<file path="src/rtl/fsm_trace_monitor_if.sv">
// ============================================================================
//  Module   : fsm_trace_monitor_if
//  Brief    : Observation bus between the q_5_9 sequence FSM side (master)
//             and the fsm_trace_monitor (slave).
//  Revision : 1.0 - initial release
// ============================================================================
`default_nettype none

interface fsm_trace_monitor_if #(
    parameter int CNT_W = 8
) ();
    logic             en;
    logic [1:0]       state_in;
    logic             x_in;
    logic             clr_err;
    logic [1:0]       rd_sel;
    logic [CNT_W-1:0] rd_cnt;
    logic             trans_pulse;
    logic [CNT_W-1:0] dwell_cnt;
    logic [CNT_W-1:0] max_dwell;
    logic             seq_hit;
    logic             illegal;
    logic [1:0]       err_state;
    logic [1:0]       err_prev;

    modport master (
        output en, state_in, x_in, clr_err, rd_sel,
        input  rd_cnt, trans_pulse, dwell_cnt, max_dwell, seq_hit,
               illegal, err_state, err_prev
    );

    modport slave (
        input  en, state_in, x_in, clr_err, rd_sel,
        output rd_cnt, trans_pulse, dwell_cnt, max_dwell, seq_hit,
               illegal, err_state, err_prev
    );
endinterface

`default_nettype wire

</file>
<file path="src/rtl/fsm_trace_monitor.sv">
// ============================================================================
//  Module   : fsm_trace_monitor
//  Brief    : Trace/health monitor for the q_5_9 FSM state code: transition
//             pulses, visit counts, dwell tracking, S0-S3-S1-S2 detector.
//             Optional macro TRANS_CHECK_EN builds the transition checker.
//  Revision : 1.0 - initial release
// ============================================================================
`default_nettype none

module fsm_trace_monitor #(
    parameter int CNT_W = 8
) (
    input  wire logic            clk,
    input  wire logic            rstn,
    fsm_trace_monitor_if.slave   bus
);

    localparam logic [CNT_W-1:0] c_SAT = {CNT_W{1'b1}};
    localparam logic [CNT_W-1:0] c_ONE = {{(CNT_W-1){1'b0}}, 1'b1};
    localparam logic [7:0]       c_SEQ = 8'b00_11_01_10;

    logic [1:0]       r_prev_state;
    logic             r_prev_x;
    logic             r_primed;
    logic [CNT_W-1:0] r_dwell;
    logic [CNT_W-1:0] r_max;
    logic [CNT_W-1:0] r_visit [4];
    logic [7:0]       r_hist;
    logic             r_trans;
    logic             r_seq;

    logic             w_entry;
    logic [CNT_W-1:0] w_dwell_nxt;
    logic [7:0]       w_hist_nxt;
    logic             w_seq;

    always_comb begin
        w_entry     = !r_primed || (bus.state_in != r_prev_state);
        w_dwell_nxt = r_dwell;
        if (w_entry) begin
            w_dwell_nxt = c_ONE;
        end else if (r_dwell != c_SAT) begin
            w_dwell_nxt = r_dwell + c_ONE;
        end
        // History is oldest-to-newest from MSB to LSB
        w_hist_nxt = {r_hist[5:0], bus.state_in};
        w_seq      = w_entry && (bus.state_in == 2'b10) && (w_hist_nxt == c_SEQ);
    end

    always_ff @(posedge clk) begin
        if (rstn) begin
            r_prev_state <= 2'b00;
            r_prev_x     <= 1'b0;
            r_primed     <= 1'b0;
            r_dwell      <= '0;
            r_max        <= '0;
            r_hist       <= 8'h00;
            r_trans      <= 1'b0;
            r_seq        <= 1'b0;
            for (int i = 0; i < 4; i++) begin
                r_visit[i] <= '0;
            end
        end else if (bus.en) begin
            r_prev_state <= bus.state_in;
            r_prev_x     <= bus.x_in;
            r_primed     <= 1'b1;
            r_trans      <= r_primed && (bus.state_in != r_prev_state);
            r_seq        <= w_seq;
            r_dwell      <= w_dwell_nxt;
            if (w_dwell_nxt > r_max) begin
                r_max <= w_dwell_nxt;
            end
            if (w_entry) begin
                r_hist <= w_hist_nxt;
            end
            for (int i = 0; i < 4; i++) begin
                if (w_entry && (bus.state_in == 2'(i)) && (r_visit[i] != c_SAT)) begin
                    r_visit[i] <= r_visit[i] + c_ONE;
                end
            end
        end else begin
            r_trans <= 1'b0;
            r_seq   <= 1'b0;
        end
    end

    assign bus.rd_cnt      = r_visit[bus.rd_sel];
    assign bus.trans_pulse = r_trans;
    assign bus.dwell_cnt   = r_dwell;
    assign bus.max_dwell   = r_max;
    assign bus.seq_hit     = r_seq;

`ifdef TRANS_CHECK_EN
    logic [1:0] w_expect;
    logic       w_bad;
    logic       r_illegal;
    logic [1:0] r_err_state;
    logic [1:0] r_err_prev;

    // Next-state table of the q_5_9 FSM, indexed by the previous sample
    always_comb begin
        w_expect = 2'b00;
        case (r_prev_state)
            2'b00:   w_expect = r_prev_x ? 2'b11 : 2'b00;
            2'b01:   w_expect = r_prev_x ? 2'b10 : 2'b00;
            2'b10:   w_expect = r_prev_x ? 2'b11 : 2'b10;
            default: w_expect = 2'b01;
        endcase
        w_bad = r_primed && (bus.state_in != w_expect);
    end

    always_ff @(posedge clk) begin
        if (rstn) begin
            r_illegal   <= 1'b0;
            r_err_state <= 2'b00;
            r_err_prev  <= 2'b00;
        end else if (bus.en) begin
            if (w_bad) begin
                r_illegal <= 1'b1;
                // A clear on the same edge releases the capture for the new error
                if (!r_illegal || bus.clr_err) begin
                    r_err_state <= bus.state_in;
                    r_err_prev  <= r_prev_state;
                end
            end else if (bus.clr_err) begin
                r_illegal   <= 1'b0;
                r_err_state <= 2'b00;
                r_err_prev  <= 2'b00;
            end
        end
    end

    assign bus.illegal   = r_illegal;
    assign bus.err_state = r_err_state;
    assign bus.err_prev  = r_err_prev;
`else
    logic w_unused_chk;
    assign w_unused_chk  = ^{bus.clr_err, r_prev_x};
    assign bus.illegal   = 1'b0;
    assign bus.err_state = 2'b00;
    assign bus.err_prev  = 2'b00;
`endif

endmodule

`default_nettype wire

</file>
<file path="src/flat_wrapper.sv">
// flat-port wrapper written by rule: the top's interface ports become plain ports
module fsm_trace_monitor_flat 
#(
    parameter int CNT_W = 8
)
  (clk, rstn, bus_en, bus_state_in, bus_x_in, bus_clr_err, bus_rd_sel, bus_rd_cnt, bus_trans_pulse, bus_dwell_cnt, bus_max_dwell, bus_seq_hit, bus_illegal, bus_err_state, bus_err_prev);
  fsm_trace_monitor_if #(.CNT_W(CNT_W)) bus_i ();
  input  wire logic clk;
  input  wire logic rstn;
  input wire logic [$bits(bus_i.en)-1:0] bus_en;
  input wire logic [$bits(bus_i.state_in)-1:0] bus_state_in;
  input wire logic [$bits(bus_i.x_in)-1:0] bus_x_in;
  input wire logic [$bits(bus_i.clr_err)-1:0] bus_clr_err;
  input wire logic [$bits(bus_i.rd_sel)-1:0] bus_rd_sel;
  output wire logic [$bits(bus_i.rd_cnt)-1:0] bus_rd_cnt;
  output wire logic [$bits(bus_i.trans_pulse)-1:0] bus_trans_pulse;
  output wire logic [$bits(bus_i.dwell_cnt)-1:0] bus_dwell_cnt;
  output wire logic [$bits(bus_i.max_dwell)-1:0] bus_max_dwell;
  output wire logic [$bits(bus_i.seq_hit)-1:0] bus_seq_hit;
  output wire logic [$bits(bus_i.illegal)-1:0] bus_illegal;
  output wire logic [$bits(bus_i.err_state)-1:0] bus_err_state;
  output wire logic [$bits(bus_i.err_prev)-1:0] bus_err_prev;
  assign bus_i.en = bus_en;
  assign bus_i.state_in = bus_state_in;
  assign bus_i.x_in = bus_x_in;
  assign bus_i.clr_err = bus_clr_err;
  assign bus_i.rd_sel = bus_rd_sel;
  assign bus_rd_cnt = bus_i.rd_cnt;
  assign bus_trans_pulse = bus_i.trans_pulse;
  assign bus_dwell_cnt = bus_i.dwell_cnt;
  assign bus_max_dwell = bus_i.max_dwell;
  assign bus_seq_hit = bus_i.seq_hit;
  assign bus_illegal = bus_i.illegal;
  assign bus_err_state = bus_i.err_state;
  assign bus_err_prev = bus_i.err_prev;
  fsm_trace_monitor #(.CNT_W(CNT_W)) u_core (.clk(clk), .rstn(rstn), .bus(bus_i));
endmodule
</file>
<file path="config.mk">
export PLATFORM = sky130hd
export DESIGN_NAME = fsm_trace_monitor_flat
export DESIGN_NICKNAME = d
export VERILOG_FILES = /design/src/rtl/fsm_trace_monitor_if.sv /design/src/rtl/fsm_trace_monitor.sv /design/src/flat_wrapper.sv
export SDC_FILE = /design/constraint.sdc
export NUM_CORES = 1
export LEC_CHECK = 0
export CAP_MARGIN = 20
export CORE_MARGIN = 1.5
export CORE_UTILIZATION = 35
export CTS_CLUSTER_SIZE = 25
export DETAILED_ROUTE_END_ITERATION = 6
export GPL_TIMING_DRIVEN = 0
export HOLD_SLACK_MARGIN = 0.1
export PLACE_DENSITY = 0.54
export SKIP_LAST_GASP = 1
export SLEW_MARGIN = 25
export SYNTH_ARGS = -nofsm -noshare
export SYNTH_HDL_FRONTEND = slang
export SYNTH_SLANG_ARGS = --single-unit
</file>
<file path="constraint.sdc">
create_clock -name clk -period 4.9 [get_ports clk]
set_input_delay 0.98 -clock clk [delete_from_list [all_inputs] [get_ports clk]]
set_output_delay 0.98 -clock clk [all_outputs]
set_load 0.02 [all_outputs]
</file>
Word level (Yosys, flattened, before mapping)
Memories as Yosys holds them, arrays and structs flattened.
Cells that the tools add are included.
Widths: inputs -> output; s select.
{ "op_classes": {"eq_ne": 10, "n_lt_le_gt_ge": 1, "muxes": 24, "n_bitwise": 5, "n_reduce_logical": 16, "add_sub_neg": 5} }
{ "op_table": {"columns": ["op", "n"], "rows": [
  ["$mux 8", 6],
  ["$add 8x1->8 const B", 5],
  ["$ne 8x8->1 const B", 5],
  ["$mux 1", 18],
  ["$logic_and 1x1->1", 10],
  ["$eq 8x6->1 const B", 1],
  ["$gt 8x8->1", 1],
  ["$eq 2x2->1 const B", 2],
  ["$or 1x1->1", 4],
  ["$reduce_and 2->1", 2],
  ["$eq 2x1->1 const B", 1],
  ["$logic_not 2->1", 1],
  ["$ne 2x2->1", 1],
  ["$reduce_or 2->1", 1],
  ["$logic_not 1->1", 1],
  ["$logic_or 1x1->1", 1],
  ["$not 1->1", 1]
]} }
{ "word_totals": {"register_bits": 27, "inputBits": 9, "n_memories": 1, "mem_bits_rw": 32, "out_inout_bits": 31, "wordCells": 69} }
{ "memory_table": {"columns": ["memory", "words", "word_bits", "rd", "rd_ports_with_merged_regs", "wr", "line", "rtl"], "rows": [
  ["u_core.r_visit", 4, 8, 5, 0, 4, "fsm_trace_monitor.sv:27", "logic [CNT_W-1:0] r_visit [4];"]
]} }

Logic depth before layout (Yosys ltp)
Gate-level depths: netlist of the first run.
{ "logic_depth": {"word_depth": 9, "depth_mapped": 12, "mapped_depth_nobuf": 11} }

Worst setup path before layout of the first run
Ideal clock, no wire load.
{ "synth_timing": {"kind": "in2reg", "startpoint": "input port bus_state_in[0]", "endpoint": "register u_core.r_max[3], in the netlist u_core.bus.max_dwell[3]", "arrival_ns": 3.125, "path_slack_ns": 1.643, "path_stages": 10, "t_required_ns": 4.768, "cell_sequence": "xnor2_1 nand3_1 buf_2 a211oi_1 ha_1 a21oi_1 o21ai_0 o31ai_1 or4_1 a21oi_1"} }
{ "synth_between": {"elab_chain_cells": 5} }
{ "synth_lines": {"columns": ["item", "line", "rtl"], "rows": [
  ["start: declaration", "flat_wrapper.sv:11", "input wire logic [$bits(bus_i.state_in)-1:0] bus_state_in;"],
  ["$ne 2x2->1", "fsm_trace_monitor.sv:38", "w_entry = !r_primed || (bus.state_in != r_prev_state);"],
  ["$logic_or 1x1->1", "fsm_trace_monitor.sv:38", null],
  ["$mux 8", "fsm_trace_monitor.sv:40", "if (w_entry) begin"],
  ["net u_core.w_dwell_nxt[7]", "fsm_trace_monitor.sv:33", "logic [CNT_W-1:0] w_dwell_nxt;"],
  ["$gt 8x8->1", "fsm_trace_monitor.sv:70", "if (w_dwell_nxt > r_max) begin"],
  ["$reduce_and 2->1 (no line)", null, null],
  ["end signal: assignment", "fsm_trace_monitor.sv:71", "r_max <= w_dwell_nxt;"],
  ["end: declaration", "fsm_trace_monitor.sv:26", "logic [CNT_W-1:0] r_max;"]
]} }
The timed path passes the listed nets, and every way through them passes these cells.
A chain may end at the register's enable or synchronous reset.

Final worst setup path of the first run
{ "layout_timing": {"startpoint": "input port bus_state_in[0]", "endpoint": "register u_core.r_max[4], in the netlist u_core.bus.max_dwell[4]"} }
The elaborated chain is that of the path after synthesis.

==> flow_summary.json, run 1 <==
{
  "status": "complete, no violations",
  "ys.flop_type": "edfxtp_1",
  "synth_xor_area_frac": 0.0762,
  "clk_path_buf_depth": 2,
  "grt_max_degree": 11,
  "die_y_um": 100,
  "grtUsageTotal": 0.163,
  "dieWidth_um": 100,
  "hp-class": "register to register",
  "timing.fmax_mhz": 232,
  "synthAdderAreaFrac": 0.0490,
  "ioPinCount": 40,
  "post-cts-setup-buffers": 0,
  "nets": 401,
  "port_buffers": 28,
  "r2r-start": "u_core.bus.dwell_cnt[0]",
  "yosysWarningCount": 0,
  "syn-mean-instance-area_um2": 9.87,
  "clock-root-buffer": "clkbuf_8",
  "crit_path_end_kind": "register",
  "path_max_fanout": 10,
  "clock_latency_ns": 0.34,
  "hold_viol": 0,
  "cts_tree": "built",
  "yosys.area_share.simple": 0.192,
  "drive_gt1_frac": 0.117,
  "hold_path_startpoint": "u_core.r_hist[5]",
  "hold_depth": 1,
  "rsz0062_at_grt": "no",
  "place.gp.congestion": 0.789,
  "vias": 2561,
  "core_area_um2": 9200,
  "vias_per_cell": 5.17,
  "numCtsBuffers": 9,
  "slew_headroom": 0.392,
  "setup_tns_ns": 0,
  "cts.sinks": 59,
  "grt_overflow": 0,
  "start_util": 0.361,
  "required_ns": 5.17,
  "path_cells": "clkdlybuf4s50_1, xnor2_1, nand3_1, buf_2, a211oi_1, ha_1, a21oi_1, o21ai_0, o31ai_1, o21ai_0, a21oi_1",
  "synth_top_family_by_area": "simple AND/OR/NAND/NOR gates",
  "peakVddDrop_mv": 0.181,
  "grt_pass1_wl_um": 12500,
  "layout.cells.most_common": "nor2_1",
  "setup_viol": 0,
  "synthMuxAreaShare": 0.0754,
  "skew_ns": 0.0104,
  "path_clk_slew_ns": 0.07,
  "mostFrequentLayoutCells": "nor2_1 (46), nand3_1 (33), edfxtp_1 (32), clkdlybuf4s50_1 (28), dfxtp_1 (27)",
  "htree_levels": 3,
  "post-route-min-period_ns": 4.31,
  "async_flop_share": 0,
  "critical-path-max-stage-delay_ns": 0.81,
  "num_rows": 35,
  "tightestPinTransition_ns": 0.905,
  "drc": 0,
  "yosysSeqAreaShare": 0.453,
  "synth-compound-area-share": 0.103,
  "antenna_found_initial": 0,
  "ant_nets": 0,
  "drt_iter0_markers": 83,
  "timing.rr.end": "u_core.bus.max_dwell[4]",
  "num_antenna_cells": 0,
  "finalWirelength_um": 7600,
  "critical_path_class": "input pin to register",
  "power_density_nw_per_um2": 307,
  "ys_ff_latch": 59,
  "cts_resized": 0,
  "p_leak_nw": 1.43,
  "cp-startpoint": "bus_state_in[0]",
  "area_growth_pct": 20.0,
  "first_pass_iters": 4,
  "ys_types": 46,
  "synth_area_um2": 3320,
  "cap_violations": 0,
  "crit_path_start_kind": "input pin",
  "reg2reg_slack_ns": 1.37,
  "ctsHoldBuffers": 0,
  "wl_per_cell_um": 15.4,
  "fin_crit_sh": 0.880,
  "synthCells": 336,
  "r2r_cells": 11,
  "whs_endpoint": "u_core.bus.seq_hit",
  "synth_edf_count": 32,
  "hpwl_um": 5630,
  "arrival_ns": 4.58,
  "grt_pass1_vias": 2495,
  "cpMaxStageDelayCell": "o31ai_1",
  "drv_slew": 0,
  "dieArea_um2": 10100,
  "fin_util": 0.433
}
## worst max-delay path by stage
stage | end | slack, ns | cells after the start
final | u_core.bus.max_dwell[4] | 0.59 | 11
after global routing | u_core.bus.max_dwell[2] | 0.26 | 11
after CTS | u_core.bus.max_dwell[2] | 0.62 | 11
after detailed placement | u_core.bus.max_dwell[2] | 0.27 | 11
after global placement | u_core.bus.max_dwell[3] | 0.30 | 11
after floorplan | u_core.bus.max_dwell[3] | 1.64 | 10
## registers in the layout, indices dropped and copies added (netlist names)
register and cells:
u_core.bus.dwell_cnt 8, u_core.bus.max_dwell 8, u_core.bus.seq_hit 1, u_core.bus.trans_pulse 1
u_core.r_hist 6, u_core.r_prev_state 2, u_core.r_primed 1, u_core.r_visit 32
## power breakdown
part	total (mW)	leakage (nW)	switching, mW	internal (mW)
Sequential	0.567	0.555	0.0249	0.542
Clock	0.528	0.116	0.197	0.332
Combinational	0.125	0.756	0.0691	0.0556
Total	1.22	1.43	0.291	0.930
## kinds of logic after synthesis
family                   Yosys count
XOR/XNOR                          28
AND/OR/NAND/NOR                  134
buffers and inverters             32
adder cells (fa/ha/maj)           13
flip-flops                        59
AO/OA/AOI/OAI                     54
other                              1
multiplexers                      15
## metal layers
metal | global-route usage | up-vias | share of wire
met3 | 0.0487 | 6 | 0.045
met1 | 0.200 | 1223 | 0.44
li1 | - | 1273 | -
met2 | 0.278 | 59 | 0.51
met4 | 0.0466 | 0 | 0.0087
met5 | 0 | - | 0
## cell type report
class / instances / area [µm²]
repair buffers: 28 / 280
clock inverters: 7 / 106
fillers: 935 / 5220
clock buffers: 9 / 124
multi-input cells: 249 / 1660
inverters: 15 / 56.3
plain buffers: 17 / 110
flip-flops and latches: 59 / 1500
well taps: 111 / 139
## synthesized netlist by cell type, drive strengths merged (3+ instances only)
cell type,number,area share
xnor2,15,0.042
nor3,3,0.0045
buf,10,0.022
xor2,13,0.034
nand3,33,0.050
ha,13,0.049
and3,7,0.013
a31oi,3,0.0057
edfxtp,32,0.29
a21oi,22,0.033
mux2i,7,0.021
dfxtp,27,0.16
a21o,3,0.0068
inv,15,0.017
clkbuf,7,0.011
nand2,25,0.028
nor2,54,0.069
o21ai,11,0.017
a211oi,4,0.0091
mux4,8,0.054
nand2b,3,0.0079
## critical path, delay by kind of cell
| kind | cells | cell delay (ns) |
|---|---|---|
| xor gates and xnor gates | 1 | 0.36 |
| and+or+nand+nor | 1 | 0.26 |
| buffers and inverters | 2 | 0.79 |
| adders and majority gates | 1 | 0.35 |
| AOI/OAI and AO/OA | 6 | 1.84 |
## through the flow
step / area [µm²] / hold WS, ns / total power, mW / worst slack (ns) / std cells
after floorplan: 3330 / 0.397 / 0.658 / 1.64 / 340
after global placement: 3750 / 0.422 / 0.702 / 0.301 / 479
after detailed placement: 3750 / 0.425 / 0.704 / 0.266 / 479
after CTS: 3980 / 0.436 / 1.24 / 0.619 / 495
after global routing: 3980 / 0.453 / 1.27 / 0.265 / 495
final: 3980 / 0.431 / 1.22 / 0.590 / 495
Power figures use the tool's default switching activity.
==> run 2, diff against run 1 <==
==> constraint.sdc (replaced) <==
create_clock -name clk -period 4.9 [get_ports clk]
set_input_delay 0.49 -clock clk [delete_from_list [all_inputs] [get_ports clk]]
set_output_delay 0.49 -clock clk [all_outputs]
set_load 0.02 [all_outputs]
==> results of run 2 <==
The final DEF is identical to that of run 1. Status: complete, no violations.
Main changes from that run: setup slack after placement 0.266 ns -> 0.756 ns; setup slack after layout 0.590 ns -> 1.08 ns; hold slack 0.431 ns -> 0.381 ns; end point of the worst hold path u_core.bus.seq_hit -> u_core.bus.max_dwell[6]
==> run 3, diff against run 2 <==
Clock period 4.9 ns to 3.6 ns, I/O delays scaled along.
==> flow_summary.json, run 3 (synthesis results as in run 1) <==
{
  "mostFrequentLayoutCells": "nor2_1 (46), nand3_1 (33), edfxtp_1 (32), clkdlybuf4s50_1 (28), dfxtp_1 (27)",
  "cts.sinks": 59,
  "antenna_found_initial": 0,
  "ant_nets": 0,
  "regMostFlops": "u_core.r_visit",
  "cts_tree": "built",
  "r2r-start": "u_core.bus.dwell_cnt[0]",
  "tightestPinTransition_ns": 0.715,
  "drive_gt1_frac": 0.125,
  "crit_path_end_kind": "register",
  "drt_iter0_markers": 98,
  "post-cts-setup-buffers": 0,
  "slew_headroom": 0.520,
  "arrival_ns": 3.63,
  "pwr-share-seq": 0.464,
  "clk_path_buf_depth": 2,
  "stdcell_area_um2": 4000,
  "path_clk_slew_ns": 0.07,
  "finalWirelength_um": 7640,
  "layout.cells.most_common": "nor2_1",
  "totalPowerFinal_mw": 1.66,
  "place_area_um2": 3750,
  "hpwl_um": 5630,
  "hp-class": "input pin to register",
  "status": "complete, no violations",
  "grt_pass1_wl_um": 12500,
  "power_density_nw_per_um2": 416,
  "fin_crit_sh": 0.940,
  "power_switching_mw": 0.397,
  "htree_levels": 3,
  "hold_viol": 0,
  "num_antenna_cells": 0,
  "fillers": 928,
  "nets": 401,
  "path_max_fanout": 10,
  "vias_per_cell": 5.23,
  "sw_frac_of_total": 0.238,
  "rsz0062_at_grt": "no",
  "required_ns": 3.85,
  "critical_path_class": "input pin to register",
  "core_area_um2": 9200,
  "timing.fmax_mhz": 295,
  "dieArea_um2": 10100,
  "drv_slew": 0,
  "r2r_cells": 12,
  "place.gp.congestion": 0.789,
  "comb_power_share": 0.103,
  "timing.rr.end": "u_core.bus.max_dwell[0]",
  "clock_latency_ns": 0.34,
  "setup_viol": 0,
  "ioPinCount": 40,
  "grtUsageTotal": 0.163,
  "wl_per_cell_um": 15.4,
  "post-route-min-period_ns": 3.39,
  "die_y_um": 100,
  "hold_depth": 2,
  "p_leak_nw": 1.43,
  "grt_pass1_vias": 2507,
  "hold_path_startpoint": "rstn",
  "grt_max_degree": 11,
  "whs_endpoint": "u_core.bus.max_dwell[6]",
  "peakVddDrop_mv": 0.246,
  "p_int_mw": 1.27,
  "vias": 2591,
  "cap_violations": 0,
  "numCtsBuffers": 9,
  "grt_overflow": 0,
  "whs_ns": 0.252,
  "start_util": 0.361,
  "area_growth_pct": 20.7,
  "drc": 0,
  "port_buffers": 28,
  "reg2reg_slack_ns": 0.34,
  "crit_path_start_kind": "input pin",
  "dieWidth_um": 100,
  "clock-root-buffer": "clkbuf_8",
  "fin_util": 0.435,
  "num_rows": 35,
  "largest_reg_flops": 32,
  "skew_ns": 0.0108,
  "first_pass_iters": 5,
  "pwr-share-clk": 0.433
}
[run 3: cell counts in the layout (fill, tap and decap cells not counted)]
Identical to the previous run, type by type.
[run 3: area by class of cell]
class | instances | area (µm²) | share of cell area
tap | 111 | 139 | 0.0347
inverter | 15 | 56.3 | 0.0141
buffer | 17 | 110 | 0.0275
multi-input combinational | 249 | 1690 | 0.421
timing repair buffer | 28 | 280 | 0.0700
clock buffer | 9 | 124 | 0.0309
clock inverter | 7 | 106 | 0.0266
sequential | 59 | 1500 | 0.375
[run 3: how the worst max path moves through the flow]
stage,startpoint,slack [ns],end
5_1_grt,bus_state_in[1],0.02,u_core.bus.max_dwell[0]
3_3_place_gp,bus_state_in[1],-0.38,u_core.bus.max_dwell[3]
4_1_cts,bus_state_in[1],0.1,u_core.bus.max_dwell[3]
6_report,bus_state_in[0],0.21,u_core.bus.max_dwell[0]
3_5_place_dp,bus_state_in[1],-0.41,u_core.bus.max_dwell[2]
2_1_floorplan,u_core.bus.dwell_cnt[0],0.67,u_core.bus.max_dwell[3]
[run 3: power groups by stage]
| stage | sequential [mW] | combinational, mW | clock (mW) |
|---|---|---|---|
| finish | 0.772 | 0.171 | 0.719 |
| CTS | 0.773 | 0.172 | 0.740 |
| global placement | 0.787 | 0.169 | 0 |
| floorplan | 0.778 | 0.118 | 0 |
| global route | 0.776 | 0.187 | 0.772 |
| detailed placement | 0.788 | 0.170 | 0 |
[run 3: critical path: stages]
cell,delay [ns]
clkdlybuf4s50_1,0.53
xnor2_1,0.35
nand3_1,0.26
buf_2,0.26
a211oi_1,0.39
ha_1,0.23
nand2_1,0.06
o21ai_1,0.34
nand2b_1,0.16
clkbuf_1,0.31
a21oi_1,0.12
a311oi_1,0.26
[run 3: repair_timing]
item / in CTS / in global routing
hold buffers: 0 / 0
setup endpoints to repair: 7 / 8
resized for setup: 1 / 4
[run 3: layer usage]
layer,GRT usage,routed length (µm),vias to the layer above
li1,-,-,1276
met1,0.200,3310,1237
met2,0.279,3900,71
met3,0.0487,366,7
met4,0.0466,66,0
met5,0,0,-
[run 3: per-stage QoR]
step                setup slack, ns  instances  TNS (ns)
finish                        0.215        495         0
global route                 0.0181        495         0
detailed placement           -0.414        479     -2.87
CTS                          0.0987        495         0
floorplan                     0.666        340         0
global placement             -0.379        479     -2.69
